===== src/rtl/mean_pkg.sv =====
// Shared types and defaults for the mean-sequencing controller.
package mean_pkg;

    localparam int unsigned ZonesDefault      = 8;
    localparam int unsigned PixPerZoneDefault = 65536;

    typedef enum logic [2:0] {
        StIdle,
        StClear,
        StAccum,
        StShift,
        StWaitDone,
        StPresent
    } state_e;

endpackage


===== src/rtl/mean_zone_cnt.sv =====
// Pixel-within-zone and zone counters; last_o flags the final pixel of the final zone.
module mean_zone_cnt #(
    parameter int unsigned ZONES        = 8,
    parameter int unsigned PIX_PER_ZONE = 65536
) (
    input  logic                       clk_i,
    input  logic                       rst_ni,
    input  logic                       clr_i,
    input  logic                       inc_i,
    output logic [$clog2(ZONES)-1:0]   zone_o,
    output logic                       last_o
);

    localparam int unsigned ZW = $clog2(ZONES);
    localparam int unsigned PW = $clog2(PIX_PER_ZONE);

    localparam logic [PW-1:0] PixLast  = PW'(PIX_PER_ZONE - 1);
    localparam logic [ZW-1:0] ZoneLast = ZW'(ZONES - 1);

    logic [PW-1:0] pix_q, pix_d;
    logic [ZW-1:0] zone_q, zone_d;

    always_comb begin
        pix_d  = pix_q;
        zone_d = zone_q;
        if (clr_i) begin
            pix_d  = '0;
            zone_d = '0;
        end else if (inc_i) begin
            if (pix_q == PixLast) begin
                pix_d  = '0;
                zone_d = (zone_q == ZoneLast) ? '0 : zone_q + ZW'(1);
            end else begin
                pix_d = pix_q + PW'(1);
            end
        end
    end

    always_ff @(posedge clk_i or negedge rst_ni) begin
        if (!rst_ni) begin
            pix_q  <= '0;
            zone_q <= '0;
        end else begin
            pix_q  <= pix_d;
            zone_q <= zone_d;
        end
    end

    assign zone_o = zone_q;
    assign last_o = (pix_q == PixLast) && (zone_q == ZoneLast);

endmodule


===== src/rtl/mean_seq_ctrl.sv =====
// Frame sequencer: clear, per-zone accumulate, square/shift, present means downstream.
// Optional drop_cnt_o counter of ignored frame starts when MEAN_SEQ_DROP_CNT_EN is defined.
module mean_seq_ctrl
    import mean_pkg::*;
#(
    parameter int unsigned ZONES        = ZonesDefault,
    parameter int unsigned PIX_PER_ZONE = PixPerZoneDefault
) (
    input  logic                     clk,
    input  logic                     rst_n,
    input  logic                     frame_start_i,
    input  logic                     pix_valid_i,
    output logic                     acc_clr_o,
    output logic                     acc_en_o,
    output logic [$clog2(ZONES)-1:0] acc_zone_o,
    output logic                     shift_start_o,
    input  logic                     shift_done_i,
    output logic                     mean_valid_o,
    input  logic                     mean_ready_i,
    output logic                     busy_o,
`ifdef MEAN_SEQ_DROP_CNT_EN
    output logic [7:0]               drop_cnt_o,
`endif
    output logic                     overrun_o
);

    state_e state_q, state_d;
    logic   overrun_q, overrun_d;
    logic   abort;
    logic   cnt_clr, cnt_inc, cnt_last;

    always_comb begin
        state_d   = state_q;
        overrun_d = overrun_q;
        abort     = 1'b0;
        case (state_q)
            StIdle:     if (frame_start_i) state_d = StClear;
            StClear:    state_d = StAccum;
            StAccum: begin
                if (frame_start_i) begin
                    abort     = 1'b1;
                    overrun_d = 1'b1;
                    state_d   = StClear;
                end else if (pix_valid_i && cnt_last) begin
                    state_d = StShift;
                end
            end
            StShift:    state_d = StWaitDone;
            StWaitDone: if (shift_done_i) state_d = StPresent;
            StPresent:  if (mean_ready_i) state_d = StIdle;
            default:    state_d = StIdle;
        endcase
    end

    always_ff @(posedge clk or negedge rst_n) begin
        if (!rst_n) begin
            state_q   <= StIdle;
            overrun_q <= 1'b0;
        end else begin
            state_q   <= state_d;
            overrun_q <= overrun_d;
        end
    end

    // A pixel arriving alongside an abort is discarded with the frame.
    assign cnt_inc = (state_q == StAccum) && pix_valid_i && !frame_start_i;
    assign cnt_clr = (state_q == StClear) || abort;

    mean_zone_cnt #(
        .ZONES        (ZONES),
        .PIX_PER_ZONE (PIX_PER_ZONE)
    ) u_zone_cnt (
        .clk_i  (clk),
        .rst_ni (rst_n),
        .clr_i  (cnt_clr),
        .inc_i  (cnt_inc),
        .zone_o (acc_zone_o),
        .last_o (cnt_last)
    );

    assign acc_clr_o     = (state_q == StClear);
    assign acc_en_o      = (state_q == StAccum) && pix_valid_i;
    assign shift_start_o = (state_q == StShift);
    assign mean_valid_o  = (state_q == StPresent);
    assign busy_o        = (state_q != StIdle);
    assign overrun_o     = overrun_q;

`ifdef MEAN_SEQ_DROP_CNT_EN
    logic       fs_drop;
    logic [7:0] drop_cnt_q;

    assign fs_drop = frame_start_i &&
                     (state_q inside {StClear, StShift, StWaitDone, StPresent});

    always_ff @(posedge clk or negedge rst_n) begin
        if (!rst_n) begin
            drop_cnt_q <= 8'd0;
        end else if (fs_drop && (drop_cnt_q != 8'hff)) begin
            drop_cnt_q <= drop_cnt_q + 8'd1;
        end
    end

    assign drop_cnt_o = drop_cnt_q;
`endif

endmodule


===== config.mk =====
export PLATFORM = sky130hd
export DESIGN_NAME = mean_seq_ctrl
export DESIGN_NICKNAME = d
export VERILOG_FILES = /design/src/rtl/mean_pkg.sv /design/src/rtl/mean_zone_cnt.sv /design/src/rtl/mean_seq_ctrl.sv
export SDC_FILE = /design/constraint.sdc
export NUM_CORES = 1
export LEC_CHECK = 0
export CAP_MARGIN = 20
export CORE_UTILIZATION = 59
export DETAILED_ROUTE_END_ITERATION = 8
export GPL_TIMING_DRIVEN = 1
export PLACE_DENSITY = 0.79
export SLEW_MARGIN = 20
export SYNTH_ARGS = -nofsm -noshare
export SYNTH_HDL_FRONTEND = slang
export SYNTH_HIERARCHICAL = 1
export SYNTH_SLANG_ARGS = --single-unit
export TNS_END_PERCENT = 1

===== constraint.sdc =====
create_clock -name clk -period 4.2 [get_ports clk]
set_input_delay 1.05 -clock clk [delete_from_list [all_inputs] [get_ports clk]]
set_output_delay 1.05 -clock clk [all_outputs]
set_load 0.01 [all_outputs]

### After elaboration in Yosys (flattened, before gate mapping)

Cells that the tools add are included.

| word-level totals | value |
|---|---|
| word-level logic and storage cells | 45 |
| register bits | 23 |
| output and inout port bits | 9 |
| input bits | 6 |

| operators by class | value |
|---|---|
| $add $sub $neg | 2 |
| muxes and demuxes | 15 |
| reduce and logical (&&, ||, !) cells | 13 |
| eq/ne operators | 11 |

Operators with widths:

| cell | number |
|---|---|
| $mux W16 | 3 |
| $mux W3 | 9 |
| $pmux W3 S6 | 1 |
| $add A16 B1 Y16 const B | 1 |
| $eq A16 B16 Y1 const B | 1 |
| $eq A3 B3 Y1 const B | 3 |
| $eq A3 B2 Y1 const B | 2 |
| $logic_and A1 B1 Y1 | 4 |
| $ne A2 B2 Y1 const B | 2 |
| $reduce_and A2 Y1 | 2 |
| $reduce_and A4 Y1 | 1 |
| $reduce_bool A2 Y1 | 2 |
| $add A3 B1 Y3 const B | 1 |
| $eq A3 B1 Y1 const B | 1 |
| $logic_not A3 Y1 | 1 |
| $ne A3 B3 Y1 const B | 1 |
| $reduce_bool A3 Y1 | 1 |
| $mux W1 | 2 |
| $ne A2 B1 Y1 const B | 1 |
| $logic_not A1 Y1 | 1 |
| $logic_or A1 B1 Y1 | 1 |

### Logic depth before layout (Yosys ltp)

Gate-level depths: netlist (run 1).

| depth | value |
|---|---|
| depth after elaboration | 6 |
| mapped depth | 8 |
| depth with buffers taken out | 6 |

### Cells and area by module

Netlist (run 1), hierarchy kept.

By module, submodules not included:

| module | area an instance (µm²) | times used | sequential area each (µm²) | cells an instance |
|---|---|---|---|---|
| mean_zone_cnt | 1051.0 | 1 | 475.5 | 110 |
| mean_seq_ctrl | 260.2 | 1 | 100.1 | 28 |

### Worst setup path after synthesis (run 1)

Ideal clock, no wire load.

| timing | value |
|---|---|
| path type | input port to flip-flop |
| start point | in frame_start_i |
| end point | reg u_zone_cnt.pix_q[15] |
| slack | 1510 ps |
| stages | 6 |
| buffers on the path | 0 |
| arrival | 2608 ps |
| library setup time | 82 ps |
| required time | 4118 ps |
| path through | nand3b_1 > a21oi_1 > o211ai_2 > or4_1 > or3b_1 > a31oi_1 |

| on the way | value |
|---|---|
| word-level cells in the longest chain between the ends | 4 |
| elaborated cells between the ends (all ways) | 7 |
| classes of those cells | mux: 3; reduce/logical: 4 |

RTL lines:

| element | RTL line | text |
|---|---|---|
| start: declaration | mean_seq_ctrl.sv:11 | `input logic frame_start_i,` |
| $mux W1 * | mean_seq_ctrl.sv:40 | `if (frame_start_i) begin` |
| $mux W1 * | mean_seq_ctrl.sv:36 | `case (state_q)` |
| $logic_or A1 B1 Y1 * | mean_seq_ctrl.sv:67 | `assign cnt_clr = (state_q == StClear) \|\| abort;` |
| net cnt_clr | mean_seq_ctrl.sv:30 | `logic cnt_clr, cnt_inc, cnt_last;` |
| $mux W16 / $reduce_bool A2 Y1 (equally long branches) | -- |  |
| end signal: assignment | mean_zone_cnt.sv:44 | `pix_q <= pix_d;` |
| end: declaration | mean_zone_cnt.sv:20 | `logic [PW-1:0] pix_q, pix_d;` |

Mark *: on every way through the listed nets, which the timed path passes. The rest lies on a longest branch.
A chain may end at the register's enable or synchronous reset.

### Worst setup path after layout (run 1)

| timing | value |
|---|---|
| start point | in pix_valid_i |
| end point | out acc_en_o |

| on the way | value |
|---|---|
| word-level cells in the longest chain between the ends | 1 |

RTL lines:

| element | RTL line | text |
|---|---|---|
| start: declaration | mean_seq_ctrl.sv:12 | `input logic pix_valid_i,` |
| $logic_and A1 B1 Y1 | mean_seq_ctrl.sv:82 | `assign acc_en_o = (state_q == StAccum) && pix_valid_i;` |
| end: declaration | mean_seq_ctrl.sv:14 | `output logic acc_en_o,` |

Every way passes these cells.

==> summary.txt, run 1 <==
Global routing
  • First-pass GRT wire length: 4.49 mm
  • Initial antenna violation count: 0
  • Grt ovf: 0
  • Vias in the first global route: ~990
  • Largest net degree at the start of global routing: 24
  • Total track usage: about a quarter

Die
  • Horiz. Die Dim: approximately 49 µm
  • Initial core utilization: 64.9%
  • Cell Rows: 16
  • DIE AREA: 2420 µm²
  • Chip height: approximately 49 µm
  • Core region area: a little over 2000 µm²
  • Num ports: 15

Route
  • Via count: ~1000
  • First drt pass iteration count: 4
  • 1st-iter DRT viols: 45
  • DRT antenna net count: 0
  • Drt drc: 0
  • Drt via density: ~5.9
  • Final wirelength: 2.52 mm
  • Detail-routed net length per standard cell: around 14 µm

Power and ir drop
  • Internal power: 385 µW
  • Switching power: between 200 and 250 µW
  • Power Dens Cells: between 400 and 500 nW/µm²
  • Comb power frac: 35.3%
  • Clk pwr share: between 10% and 20%
  • Sw Ratio: between 30% and 40%
  • VDD IR max: 0.291 mV
  • LEAKAGE: around 0.00062 µW
  • Reg power frac: between 40% and 50%

Yosys
  • Synth Flop Type: dfrtp_1
  • Post-synthesis cell area: about 1300 µm²
  • Post-synth ARST share: 100%
  • Synth area leader: dfrtp_1
  • Number of synthesized flops with an enable pin: 0
  • Syn Area/Cell: 9.50 µm²
  • Syn nets: between 100 and 150
  • Post-Syn Instances: 138
  • Top cell type's share of synthesized area: 43.9%
  • Seq/Total Area, Yosys: around 44%
  • Synth Warn #: 6
  • Synth area leaders: dfrtp_1, xnor2_1, nor2_1
  • #FFs+latches synth: 23
  • Cell variety after synth: 40

Placed design
  • DP Area: between 1000 and 1500 µm²
  • Routability Congestion: ~0.8
  • # port buffers: 14
  • Post-DP HPWL: 1.80 mm
  • Place WS: 0.839 ns

STA
  • Tmin final: 3.35 ns
  • Setup TNS: 0 ns
  • Total count of max-transition violations in the final report: 0
  • Fin Clk Skew: about 0.0017 ns
  • Max Clk Rate: ~300 MHz
  • Final Hold Fails: 0
  • RSZ-0062 raised after global routing: no
  • Tcrit/Tclk final: 79.7%
  • Slew HR: about half
  • Worst-Margin Slew: ~0.75 ns
  • Finish-stage setup viols: 0
  • Post-route setup slack: 0.853 ns
  • Hold Worst Slack: about 0.49 ns

Critical path
  • CP Class: in2out
  • Crit end category: output port
  • CP required: 3.15 ns
  • Critical path arrival: around 2.3 ns
  • Startpoint Class: primary input
  • RR Endpoint: u_zone_cnt/pix_q[15]$_DFFE_PN0P_
  • Worst R2R Path Depth: 7
  • Crit path to: acc_en_o
  • Origin of the critical flop-to-flop path: state_q[1]$_DFFE_PN0P_
  • Crit Path Max Fanout: 2
  • R2R setup slack: around 1.8 ns
  • Crit. Startpoint: pix_valid_i

Clock network
  • Hold Buf Count CTS: 0
  • CTS Sinks: 23
  • H-tree Lvls: 1
  • CTS tree: yes
  • Postcts setup bufs: 0
  • Clock buffer depth: 2
  • Resize count post-CTS: 0
  • CTS buffer count: 3
  • CTS clock-pin slew for the worst setup and hold paths: around 0.12 ns
  • CTS root buffer: clkbuf_4
  • Worst-Skew Late Latency: roughly 0.31 ns

Final layout
  • Final instance area: 1490 µm²
  • Most frequent cells in the layout: dfrtp_1, nor2_1, clkdlybuf4s50_1, xnor2_1, nand2_1
  • Share of cells above drive strength 1: a little under a tenth
  • Commonest non-fill, non-tap cell in the layout: dfrtp_1
  • Fill cells: between 150 and 200
  • Post-layout nets: ~160
  • Fin util: 73.5%
  • Syn-to-layout area delta: 13.4%
  • Antenna Cells: 0

Job
  • Max-cap viol count: 0

Hold path
  • Worst min path class: reg2reg

Outcome
  • Status: finished clean
-- worst min path at each step --
stage / startpoint / cells after the start / slack [ns] / to
final: overrun_o$_DFFE_PN0P_ / 1 / 0.49 / overrun_o$_DFFE_PN0P_
after CTS: overrun_o$_DFFE_PN0P_ / 1 / 0.49 / overrun_o$_DFFE_PN0P_
after floorplan: overrun_o$_DFFE_PN0P_ / 1 / 0.51 / overrun_o$_DFFE_PN0P_
after detailed placement: overrun_o$_DFFE_PN0P_ / 1 / 0.46 / overrun_o$_DFFE_PN0P_
after global placement: overrun_o$_DFFE_PN0P_ / 1 / 0.46 / overrun_o$_DFFE_PN0P_
after global routing: overrun_o$_DFFE_PN0P_ / 1 / 0.51 / overrun_o$_DFFE_PN0P_
-- layer usage --
layer	GRT usage [%]	share of wire [%]	vias to the layer above
met3	3.12	3.3	4
met2	37.2	48	21
met4	11.3	1.7	0
li1	-	-	533
met1	34.4	47	491
met5	0	0	-
-- per-stage QoR --
step | instances | power (µW)
6_report | 179 | 603
5_1_grt | 179 | 640
4_1_cts | 179 | 606
3_5_place_dp | 175 | 505
3_3_place_gp | 175 | 499
2_1_floorplan | 138 | 430
-- state kept, by name (all words and copies together) (netlist names) --
register           flops
overrun_o              1
state_q                3
u_zone_cnt/pix_q      16
u_zone_cnt/zone_o      3
-- power groups by stage --
stage | clock network [µW] | logic (µW) | registers (µW)
global route | 111 | 235 | 294
detailed placement | 0 | 214 | 291
floorplan | 0 | 168 | 262
CTS | 105 | 215 | 286
finish | 103 | 213 | 287
global placement | 0 | 210 | 289
-- kinds of logic (layout without fill, tap and decap cells) --
family | count (synthesis) | count (layout) | synth area share, %
xor gates and xnor gates | 12 | 12 | 8.02
and+or+nand+nor | 67 | 67 | 29.2
AOI/OAI and AO/OA | 23 | 23 | 12.2
adders and majority gates | 3 | 3 | 2.86
DFF | 23 | 23 | 43.9
buffers and inverters | 10 | 24 | 3.82
-- synth_stat cells (2+ instances only) --
cell,number
a21oi_1,6
and2_1,2
and3_1,4
and4_1,2
clkbuf_1,3
dfrtp_1,23
ha_1,3
inv_1,4
nand2_1,7
nand2b_1,4
nand3_1,5
nand3b_1,2
nand4_1,6
nor2_1,18
nor3_1,4
nor4_1,4
o2111ai_1,2
o21ai_0,4
o32ai_1,2
or3_1,2
or4_1,2
xnor2_1,9
xor2_1,3
-- critical path: stages --
cell and delay (ns):
clkdlybuf4s50_1 0.48, nand2_1 0.07, nor3_1 0.14, clkdlybuf4s50_1 0.55
-- area by class of cell --
| class | count | area, µm² | share of cell area [%] |
|---|---|---|---|
| sequential | 23 | 576 | 38.7 |
| timing repair buffer | 16 | 150 | 10.1 |
| multi-input combinational | 105 | 686 | 46.1 |
| clock buffer | 4 | 26.3 | 1.77 |
| tap | 27 | 33.8 | 2.27 |
| inverter | 4 | 15.0 | 1.01 |
Note: power is estimated with default switching activity, not from simulation.
==> run 2: changes to the inputs <==
--- a/config.mk
+++ b/config.mk
@@ -6,10 +6,10 @@
 export NUM_CORES = 1
 export LEC_CHECK = 0
 export CAP_MARGIN = 20
-export CORE_UTILIZATION = 59
+export CORE_UTILIZATION = 55
 export DETAILED_ROUTE_END_ITERATION = 8
 export GPL_TIMING_DRIVEN = 1
-export PLACE_DENSITY = 0.79
+export PLACE_DENSITY = 0.74
 export SLEW_MARGIN = 20
 export SYNTH_ARGS = -nofsm -noshare
 export SYNTH_HDL_FRONTEND = slang
==> constraint.sdc (replaced) <==
create_clock -name clk -period 3.5 [get_ports clk]
set_input_delay 0.875 -clock clk [delete_from_list [all_inputs] [get_ports clk]]
set_output_delay 0.875 -clock clk [all_outputs]
set_load 0.01 [all_outputs]
==> run 2 against run 1 <==
Compared with the run above:
- clock power grew 18%
- global-route usage decreased by 1.0 points
- setup slack worse by 0.38 ns
- wire length is 3.3% higher
- sequential share of layout area is 0.58 points lower
- worst hold slack improved by 0.0093 ns
- first-iteration DRC count fell by 24%
- sequential power grew 20%
- clock skew rose by 0.0034 ns
- critical path type unchanged
==> summary.txt, run 2 (synthesis gave the netlist of run 1 again) <==
Outcome
  • Status: finished clean

Die
  • Cell Rows: 17
  • Num ports: 15
  • DIE AREA: around 2600 µm²
  • Chip height: a little over 50 µm
  • Initial core utilization: 58.7%
  • Horiz. Die Dim: a little over 50 µm
  • Core region area: 2230 µm²

Clock network
  • Clock buffer depth: 2
  • CTS buffer count: 3
  • H-tree Lvls: 1
  • Resize count post-CTS: 0
  • CTS tree: yes
  • Postcts setup bufs: 0
  • CTS root buffer: clkbuf_4
  • CTS Sinks: 23
  • CTS clock-pin slew for the worst setup and hold paths: 0.12 ns
  • Hold Buf Count CTS: 0
  • Worst-Skew Late Latency: about 0.31 ns

STA
  • Finish-stage setup viols: 0
  • Fin Clk Skew: 0.00509 ns
  • Post-route setup slack: 0.471 ns
  • Setup TNS: 0 ns
  • RSZ-0062 raised after global routing: no
  • Worst-Margin Slew: 0.435 ns
  • Max Clk Rate: approximately 330 MHz
  • Final Hold Fails: 0
  • Hold Worst Slack: between 0.4 and 0.5 ns
  • Tcrit/Tclk final: about 87%
  • Total count of max-transition violations in the final report: 0
  • Tmin final: approximately 3.0 ns
  • Slew HR: 70.8%

Route
  • Drt drc: 0
  • Post-Route M1 WL: approximately 1.1 mm
  • Metal3 WL: ~130 µm
  • Top sig layer: met4
  • Final wirelength: about 2.6 mm
  • DRT antenna net count: 0
  • Routed length on met2: between 1 and 1.5 mm
  • First drt pass iteration count: 4
  • Via count: roughly 1100
  • 1st-iter DRT viols: 34
  • Detail-routed net length per standard cell: around 14 µm
  • Drt via density: between 5 and 6

Power and ir drop
  • VDD IR max: roughly 0.32 mV
  • Switching power: 269 µW
  • Power Dens Cells: between 400 and 500 nW/µm²
  • Sw Ratio: a little over a third
  • Comb power frac: a little under two fifths
  • Reg power frac: 46.6%
  • Total chip power: ~740 µW
  • Internal power: approximately 470 µW
  • LEAKAGE: between 0.0006 and 0.0007 µW
  • Clk pwr share: between 10% and 20%

Global routing
  • Vias in the first global route: roughly 1000
  • Initial antenna violation count: 0
  • Grt ovf: 0
  • First-pass GRT wire length: between 4 and 5 mm
  • Largest net degree at the start of global routing: 24
  • Total track usage: about a quarter

Critical path
  • CP Class: in2out
  • RR Endpoint: u_zone_cnt/pix_q[15]$_DFFE_PN0P_
  • CP top delay family: buffers and inverters
  • Crit Path Max Fanout: 2
  • Buf/Inv on CP: 2
  • Origin of the critical flop-to-flop path: state_q[2]$_DFFE_PN0P_
  • Startpoint Class: primary input
  • Critical path arrival: 2.15 ns
  • Worst R2R Path Depth: 5
  • Crit path cell chain: clkdlybuf4s50_1 > nand2_1 > nor3_1 > clkdlybuf4s50_1
  • Crit end category: output port
  • CP max stage delay: between 0.5 and 0.6 ns
  • CP required: approximately 2.6 ns
  • R2R setup slack: between 1 and 1.5 ns
  • CP max stage cell: clkdlybuf4s50_1
  • Cell mode on critical path: clkdlybuf4s50_1

Final layout
  • Register area: around 580 µm²
  • Area of the multi-input gates: around 690 µm²
  • Share of cells above drive strength 1: 10.4%
  • Fin util: about two thirds
  • Reg with most FFs: u_zone_cnt/pix_q
  • Most frequent cells in the layout: dfrtp_1, nor2_1, clkdlybuf4s50_1, xnor2_1, nand2_1
  • Antenna Cells: 0
  • Post-layout nets: between 150 and 200
  • Max reg flops: 16
  • Commonest non-fill, non-tap cell in the layout: dfrtp_1
  • Syn-to-layout area delta: 15.1%
  • Fill cells: about 180

Placed design
  • # port buffers: 14
  • Routability Congestion: between 0.8 and 0.9
  • Post-DP HPWL: ~1.9 mm
  • Place WS: 0.352 ns

Job
  • Max-cap viol count: 0

Hold path
  • Hold depth: 1
  • Hold Path Origin: overrun_o$_DFFE_PN0P_
  • Worst min path class: reg2reg
  • Worst Hold Path EP: overrun_o$_DFFE_PN0P_
run 2: changes by cell type in the layout (fill, tap and decap cells not counted), sizes merged:
cell,previous run,this run
buf,3,4
clkbuf,4,3
clkdlybuf4s50,13,14
clkinv,0,1
run 2: worst max-delay path by stage:
| stage | start | to | slack, ns | depth (start not counted) |
|---|---|---|---|---|
| finish | pix_valid_i | acc_en_o | 0.47 | 4 |
| global route | pix_valid_i | acc_en_o | 0.42 | 4 |
| CTS | pix_valid_i | acc_en_o | 0.47 | 4 |
| detailed placement | pix_valid_i | u_zone_cnt/pix_q[15]$_DFFE_PN0P_ | 0.35 | 7 |
| global placement | frame_start_i | u_zone_cnt/pix_q[15]$_DFFE_PN0P_ | 0.43 | 6 |
| floorplan | frame_start_i | u_zone_cnt/pix_q[15]$_DFFE_PN0P_ | 0.99 | 6 |
run 2: layer usage:
| layer | GRT usage, % | up-vias |
|---|---|---|
| met3 | 4.17 | 2 |
| met5 | 0 | - |
| met1 | 31.5 | 504 |
| li1 | - | 533 |
| met2 | 37.1 | 28 |
| met4 | 9.72 | 0 |
run 2: cell type report:
cell class | instances | share of cell area (%)
multi-input cells | 105 | 45.4
flip-flops and latches | 23 | 38.1
repair buffers | 18 | 11.3
well taps | 28 | 2.32
clock buffers | 3 | 1.49
inverters | 4 | 0.995
clock inverters | 1 | 0.332
run 2: power by group through the flow:
stage	Combinational (µW)	Sequential [µW]	Clock, µW
after detailed placement	274	349	0
final	273	345	122
after global placement	266	347	0
after CTS	275	342	128
after floorplan	202	315	0
after global routing	301	351	139
run 2: through the flow:
stage / instance area (µm²) / std cells
floorplan: 1310 / 138
global route: 1510 / 182
global placement: 1480 / 178
CTS: 1510 / 182
finish: 1510 / 182
detailed placement: 1480 / 178
